### src/rtl/resolution_text_renderer_pkg.sv
// Shared definitions for the text renderers: ROM geometry, scale factor and
// the renderer FSM state encoding.
// Optional build macro: RESOLUTION_TEXT_SCALE2X_EN (2x horizontal/vertical scaling).
package resolution_text_renderer_pkg;

  localparam int RESLINE_SIZE = 16;  // bits per pre-rendered glyph row
  localparam int RES_ROWS     = 16;  // glyph rows stored in ROM

`ifdef RESOLUTION_TEXT_SCALE2X_EN
  localparam int SCALE = 2;
`else
  localparam int SCALE = 1;
`endif

  typedef enum logic [2:0] {
    ST_IDLE  = 3'd0,
    ST_FETCH = 3'd1,
    ST_WAIT  = 3'd2,
    ST_ARMED = 3'd3,
    ST_SHIFT = 3'd4
  } render_state_e;

endpackage

### src/rtl/resolution_text_renderer_text_row_shifter.sv
// Row shift register for the text renderer: loads one glyph row, emits its
// MSB each pixel, shifts every SCALE pixels and counts the pixels remaining.
// Optional build macro: RESOLUTION_TEXT_SCALE2X_EN adds the 2-pixel hold.
module text_row_shifter
  import resolution_text_renderer_pkg::*;
#(
  parameter int WIDTH = RESLINE_SIZE
) (
  input  logic             clock,
  input  logic             reset_n,
  input  logic             load,
  input  logic [WIDTH-1:0] load_data,
  input  logic             start,
  input  logic             step,
  output logic             msb,
  output logic             done
);

  localparam int CW = $clog2(WIDTH * SCALE + 1);
  localparam logic [CW-1:0] CNT_FULL = CW'(WIDTH * SCALE);
  localparam logic [CW-1:0] CNT_ONE  = CW'(1);

  logic [WIDTH-1:0] sr_q, sr_d;
  logic [CW-1:0]    cnt_q, cnt_d;
`ifdef RESOLUTION_TEXT_SCALE2X_EN
  logic             hold_q, hold_d;
`endif

  // Next-state for the shift register, pixel counter and (2x) hold phase.
  always_comb begin
    sr_d  = sr_q;
    cnt_d = cnt_q;
`ifdef RESOLUTION_TEXT_SCALE2X_EN
    hold_d = hold_q;
`endif
    if (load) begin
      sr_d  = load_data;
      cnt_d = '0;
`ifdef RESOLUTION_TEXT_SCALE2X_EN
      hold_d = 1'b0;
`endif
    end else if (start || step) begin
      // The start pixel is consumed in the same cycle the count is loaded.
      cnt_d = (start ? CNT_FULL : cnt_q) - CNT_ONE;
`ifdef RESOLUTION_TEXT_SCALE2X_EN
      if (hold_q) begin
        sr_d   = {sr_q[WIDTH-2:0], 1'b0};
        hold_d = 1'b0;
      end else begin
        hold_d = 1'b1;
      end
`else
      sr_d = {sr_q[WIDTH-2:0], 1'b0};
`endif
    end else begin
      sr_d  = sr_q;
      cnt_d = cnt_q;
    end
  end

  // State registers.
  always_ff @(posedge clock or negedge reset_n) begin
    if (!reset_n) begin
      sr_q  <= '0;
      cnt_q <= '0;
`ifdef RESOLUTION_TEXT_SCALE2X_EN
      hold_q <= 1'b0;
`endif
    end else begin
      sr_q  <= sr_d;
      cnt_q <= cnt_d;
`ifdef RESOLUTION_TEXT_SCALE2X_EN
      hold_q <= hold_d;
`endif
    end
  end

  assign msb  = sr_q[WIDTH-1];
  assign done = (cnt_q == CNT_ONE);

endmodule

### src/rtl/resolution_text_renderer.sv
// Resolution text overlay: fetches one ROM glyph row per in-window video line
// and serialises it into a registered 1-bit overlay aligned to counterX.
// Optional build macro: RESOLUTION_TEXT_SCALE2X_EN (each bit 2 pixels, each row 2 lines).
module resolution_text_renderer
  import resolution_text_renderer_pkg::*;
#(
  parameter int WIDTH   = RESLINE_SIZE,
  parameter int X_START = 32,
  parameter int Y_START = 32,
  parameter int ROWS    = RES_ROWS
) (
  input  logic             clock,
  input  logic             reset_n,
  input  logic [11:0]      counterX,
  input  logic [11:0]      counterY,
  input  logic             line_start,
  output logic [3:0]       rom_addr,
  input  logic [WIDTH-1:0] rom_q,
  output logic             pixel_on,
  output logic             active,
  output logic             underrun
);

  localparam logic [12:0] Y_LO  = 13'(Y_START);
  localparam logic [12:0] Y_HI  = 13'(Y_START + ROWS * SCALE);
  localparam logic [12:0] Y_DIV = 13'(SCALE);
  localparam logic [11:0] X_ST  = 12'(X_START);

  render_state_e state_q, state_d;
  logic [3:0] rom_addr_q, rom_addr_d;
  logic       pixel_on_q, pixel_on_d;
  logic       active_q, active_d;
  logic       underrun_q, underrun_d;
  logic       skip_q, skip_d;   // line already lost to underrun: load but do not arm

  logic [12:0] y_ext_s, y_off_s;
  logic [3:0]  row_s;
  logic        in_window_s, fetch_req_s, at_x_start_s;
  logic        load_s, start_s, step_s, msb_s, done_s;

  // Window compare in 13 bits so the subtraction cannot wrap.
  always_comb begin
    y_ext_s      = {1'b0, counterY};
    y_off_s      = y_ext_s - Y_LO;
    in_window_s  = (y_ext_s >= Y_LO) && (y_ext_s < Y_HI);
    row_s        = 4'(y_off_s / Y_DIV);
    fetch_req_s  = line_start && in_window_s;
    at_x_start_s = (counterX == X_ST);
  end

  // Renderer FSM: next state, ROM address, shifter controls and pixel outputs.
  always_comb begin
    state_d    = state_q;
    rom_addr_d = rom_addr_q;
    skip_d     = skip_q;
    underrun_d = underrun_q;
    pixel_on_d = 1'b0;
    active_d   = 1'b0;
    load_s     = 1'b0;
    start_s    = 1'b0;
    step_s     = 1'b0;
    case (state_q)
      ST_IDLE: begin
        if (fetch_req_s) begin
          rom_addr_d = row_s;
          skip_d     = 1'b0;
          state_d    = ST_FETCH;
        end else begin
          state_d = ST_IDLE;
        end
      end
      ST_FETCH: begin
        if (at_x_start_s) begin
          underrun_d = 1'b1;
          skip_d     = 1'b1;
        end else begin
          skip_d = skip_q;
        end
        state_d = ST_WAIT;
      end
      ST_WAIT: begin
        load_s = 1'b1;
        if (at_x_start_s || skip_q) begin
          underrun_d = underrun_q | at_x_start_s;
          skip_d     = 1'b0;
          state_d    = ST_IDLE;
        end else begin
          state_d = ST_ARMED;
        end
      end
      ST_ARMED: begin
        if (line_start) begin
          // New line abandons this one; take the IDLE decision right now.
          if (fetch_req_s) begin
            rom_addr_d = row_s;
            skip_d     = 1'b0;
            state_d    = ST_FETCH;
          end else begin
            state_d = ST_IDLE;
          end
        end else if (at_x_start_s) begin
          start_s    = 1'b1;
          pixel_on_d = msb_s;
          active_d   = 1'b1;
          state_d    = ST_SHIFT;
        end else begin
          state_d = ST_ARMED;
        end
      end
      ST_SHIFT: begin
        if (line_start) begin
          if (fetch_req_s) begin
            rom_addr_d = row_s;
            skip_d     = 1'b0;
            state_d    = ST_FETCH;
          end else begin
            state_d = ST_IDLE;
          end
        end else begin
          step_s     = 1'b1;
          pixel_on_d = msb_s;
          active_d   = 1'b1;
          state_d    = done_s ? ST_IDLE : ST_SHIFT;
        end
      end
      default: begin
        state_d = ST_IDLE;
      end
    endcase
  end

  // FSM state and registered outputs.
  always_ff @(posedge clock or negedge reset_n) begin
    if (!reset_n) begin
      state_q    <= ST_IDLE;
      rom_addr_q <= 4'd0;
      pixel_on_q <= 1'b0;
      active_q   <= 1'b0;
      underrun_q <= 1'b0;
      skip_q     <= 1'b0;
    end else begin
      state_q    <= state_d;
      rom_addr_q <= rom_addr_d;
      pixel_on_q <= pixel_on_d;
      active_q   <= active_d;
      underrun_q <= underrun_d;
      skip_q     <= skip_d;
    end
  end

  text_row_shifter #(.WIDTH(WIDTH)) u_shifter (
    .clock     (clock),
    .reset_n   (reset_n),
    .load      (load_s),
    .load_data (rom_q),
    .start     (start_s),
    .step      (step_s),
    .msb       (msb_s),
    .done      (done_s)
  );

  assign rom_addr = rom_addr_q;
  assign pixel_on = pixel_on_q;
  assign active   = active_q;
  assign underrun = underrun_q;

endmodule
### config.mk
export PLATFORM = sky130hd
export DESIGN_NAME = resolution_text_renderer
export DESIGN_NICKNAME = d
export VERILOG_FILES = /design/src/rtl/resolution_text_renderer_pkg.sv /design/src/rtl/resolution_text_renderer_text_row_shifter.sv /design/src/rtl/resolution_text_renderer.sv
export SDC_FILE = /design/constraint.sdc
export NUM_CORES = 1
export LEC_CHECK = 0
export ABC_AREA = 1
export ABC_CLOCK_PERIOD_IN_PS = 4300
export BUFFER_PORTS_ARGS = -buffer_cell sky130_fd_sc_hd__buf_2
export CAP_MARGIN = 30
export CELL_PAD_IN_SITES_DETAIL_PLACEMENT = 1
export CELL_PAD_IN_SITES_GLOBAL_PLACEMENT = 1
export CORE_MARGIN = 1
export CORE_UTILIZATION = 30
export CTS_CLUSTER_SIZE = 28
export DETAILED_ROUTE_END_ITERATION = 12
export PLACE_DENSITY_LB_ADDON = 0.2
export SKIP_LAST_GASP = 1
export SLEW_MARGIN = 20
export SYNTH_ARGS = -nofsm -noshare
export SYNTH_HDL_FRONTEND = slang
export SYNTH_HIERARCHICAL = 1
export SYNTH_SLANG_ARGS = --single-unit
### constraint.sdc
create_clock -name clock -period 4.3 [get_ports clock]
set_input_delay 0.43 -clock clock [delete_from_list [all_inputs] [get_ports clock]]
set_output_delay 0.43 -clock clock [all_outputs]
set_load 0.03 [all_outputs]
==> out/metrics.yaml <==
synth:
  synth_top_cell_area_share: 0.4591
  yosysTopAreaCell: "dfrtp_1"
  yosysSeqAreaShare: 0.4591
  yosysUniqueCellTypes: 29
  ys_seq_elements: 32
  ys_top_cells_by_area: "dfrtp_1, nand2_1, inv_1, o211ai_1, nor2_1"
  yosysWarningCount: 6
  syn_avg_cell_area_um2: 8.189
  syn_nets: 257
  syn_area_um2: 1744
  netlist_instances: 213
worst_setup_path:
  crit_arrival_ps: 2200
  r2r-start: "state_q[0]"
  critical_path_required_ps: 4460
  cp_max_fo: 32
  startpoint: "state_q[0]"
  crit_type: "flop to flop"
  cp-end-kind: "flop"
  start_kind: "flop"
sta:
  tightest_slew_ps: 727.7
  setup-tns-final_ps: 0
  max_slew_margin: 0.5148
  finalSetupViolCount: 0
  fin_ws_ps: 2260
  skew_ps: 4.486
  post-route-period-util: 0.4744
  final_max_slew_viol_count: 0
  min_period_ps: 2040
  hold_viol: 0
  rsz0062_at_grt: "false"
  max_freq_mhz: 490.2
  whs_ps: 202.4
cts:
  cts-root-buf: "clkbuf_8"
  path_clk_slew_ps: 70
  clock-sinks: 32
  ctsResizeCount: 0
  cts_tree: "yes"
  cts_buffers: 5
  insertion_delay_ps: 280
  max-clock-path-buffers: 2
  post-cts-setup-buffers: 0
  htreeDepth: 2
  postCtsHoldBufs: 0
detailed_routing:
  drc: 0
  wire_per_inst_um: 11.32
  antenna_left: 0
  drtIter0Drc: 71
  vias: 1488
  dr.pass1.iters: 4
  vias_per_cell: 4.429
  routed_wl_um: 3802
final_layout:
  mostFrequentLayoutCells: "buf_2, nand2_1, inv_1"
  syn_to_final_growth_pct: 21.23
  drive_gt1_frac: 0.2879
  fin_nets: 307
  final_common_cell: "buf_2"
  fin_area_um2: 2115
  antenna_cells: 0
run_status:
  status: "finished clean"
pwr:
  leakage_nw: 1.138
  ir_worst_vdd_v: 0.0002427
  p_per_area_nw_per_um2: 603.2
place:
  place_area_um2: 2022
  hpwl_um: 2866
  gp_congestion: 0.8071
  place_ws_ps: 2175
  portBuffers: 49
run:
  max-cap-violations: 0
floorplanning:
  ioPinCount: 50
  core-area_um2: 5540
  die_w_um: 78.25
  std_cell_rows: 27
  dieArea_um2: 6123
  chipHeight_um: 78.25
  start_util: 0.3148
grt:
  grt_max_degree: 33
  grt_pass1_wl_um: 6837
  grt_usage: 0.1432
  antenna_found_initial: 0
  overflow: 0
  grt_pass1_vias: 1527
min_path:
  min_path_type: "input port to async pin"
## path summary, 6_finish.rpt
| check | cells after the start | to | slack, ps |
|---|---|---|---|
| setup reg to reg | 9 | u_shifter/cnt_q[0] | 2260 |
| max in group asynchronous | 1 | u_shifter/sr_q[11] | 3630 |
| setup / recovery | 9 | u_shifter/cnt_q[0] | 2260 |
| hold reg to reg | 1 | underrun | 480 |
| min in group clock | 3 | rom_addr[0] | 380 |
| hold / removal | 1 | rom_addr[0] | 200 |
## cells in the mapped netlist, drive strengths merged
cell type,count
a31oi,1
and2,2
buf,6
dfrtp,32
ha,1
inv,38
nand2,46
nand3,14
nand3b,1
nor2,26
nor3,6
o211ai,13
o21a,1
o21ai,22
o21bai,2
o22ai,1
xor2,1
## critical path, cell delays in order, from the launching register on
cell and delay, ps:
dfrtp_1 400, inv_1 70, nand3_1 120, inv_1 90, inv_2 390, nand3_4 400
nand2_1 210, inv_1 100, nand2_1 60, o21ai_0 70
## sequential cells by signal, summed over array words and instances, names as in the netlist
name / cells
skip_q: 1
active: 1
u_shifter/sr_q: 16
state_q: 3
pixel_on: 1
underrun: 1
rom_addr: 4
u_shifter/cnt_q: 5
## through the flow
stage                     cells  utilization  total power [mW]
after floorplan             213            -            0.9623
after global placement      328       0.3650             1.041
after detailed placement    328       0.3650             1.052
after CTS                   336       0.3817             1.300
after global routing        336       0.3817             1.419
final                       336       0.3817             1.275
## where the power goes
part / internal [mW] / leakage, nW / switching [mW]
logic: 0.204 / 0.676 / 0.370
clock network: 0.128 / 0.0510 / 0.111
registers: 0.413 / 0.411 / 0.0505
total: 0.744 / 1.14 / 0.531
## metal layers
layer  wire (um)  vias to the layer above  global-route usage  part of all wire
li1            -                      774                   -                 -
met1        1758                      690              0.1808              0.46
met2        1850                       18              0.2307              0.49
met3         134                        6             0.03488             0.035
met4          59                        0             0.06481             0.016
met5           0                        -                   0                 0
## logic make-up after synthesis
group                    after synthesis  synth area share
AND/OR/NAND/NOR                       95            0.2640
buffers and inverters                 44            0.1148
AO/OA/AOI/OAI                         40            0.1499
flip-flops                            32            0.4591
XOR/XNOR                               1          0.005022
adder cells (fa/ha/maj)                1          0.007172
## final cells by class
type / instances / area, um2
well taps: 72 / 90.09
inverters: 38 / 142.6
clock buffers: 6 / 82.58
flip-flops and latches: 32 / 800.8
fillers: 701 / 3426
multi-input cells: 137 / 743.2
clock inverters: 2 / 10.01
repair buffers: 49 / 245.2
(Power assumes the default switching activity.)
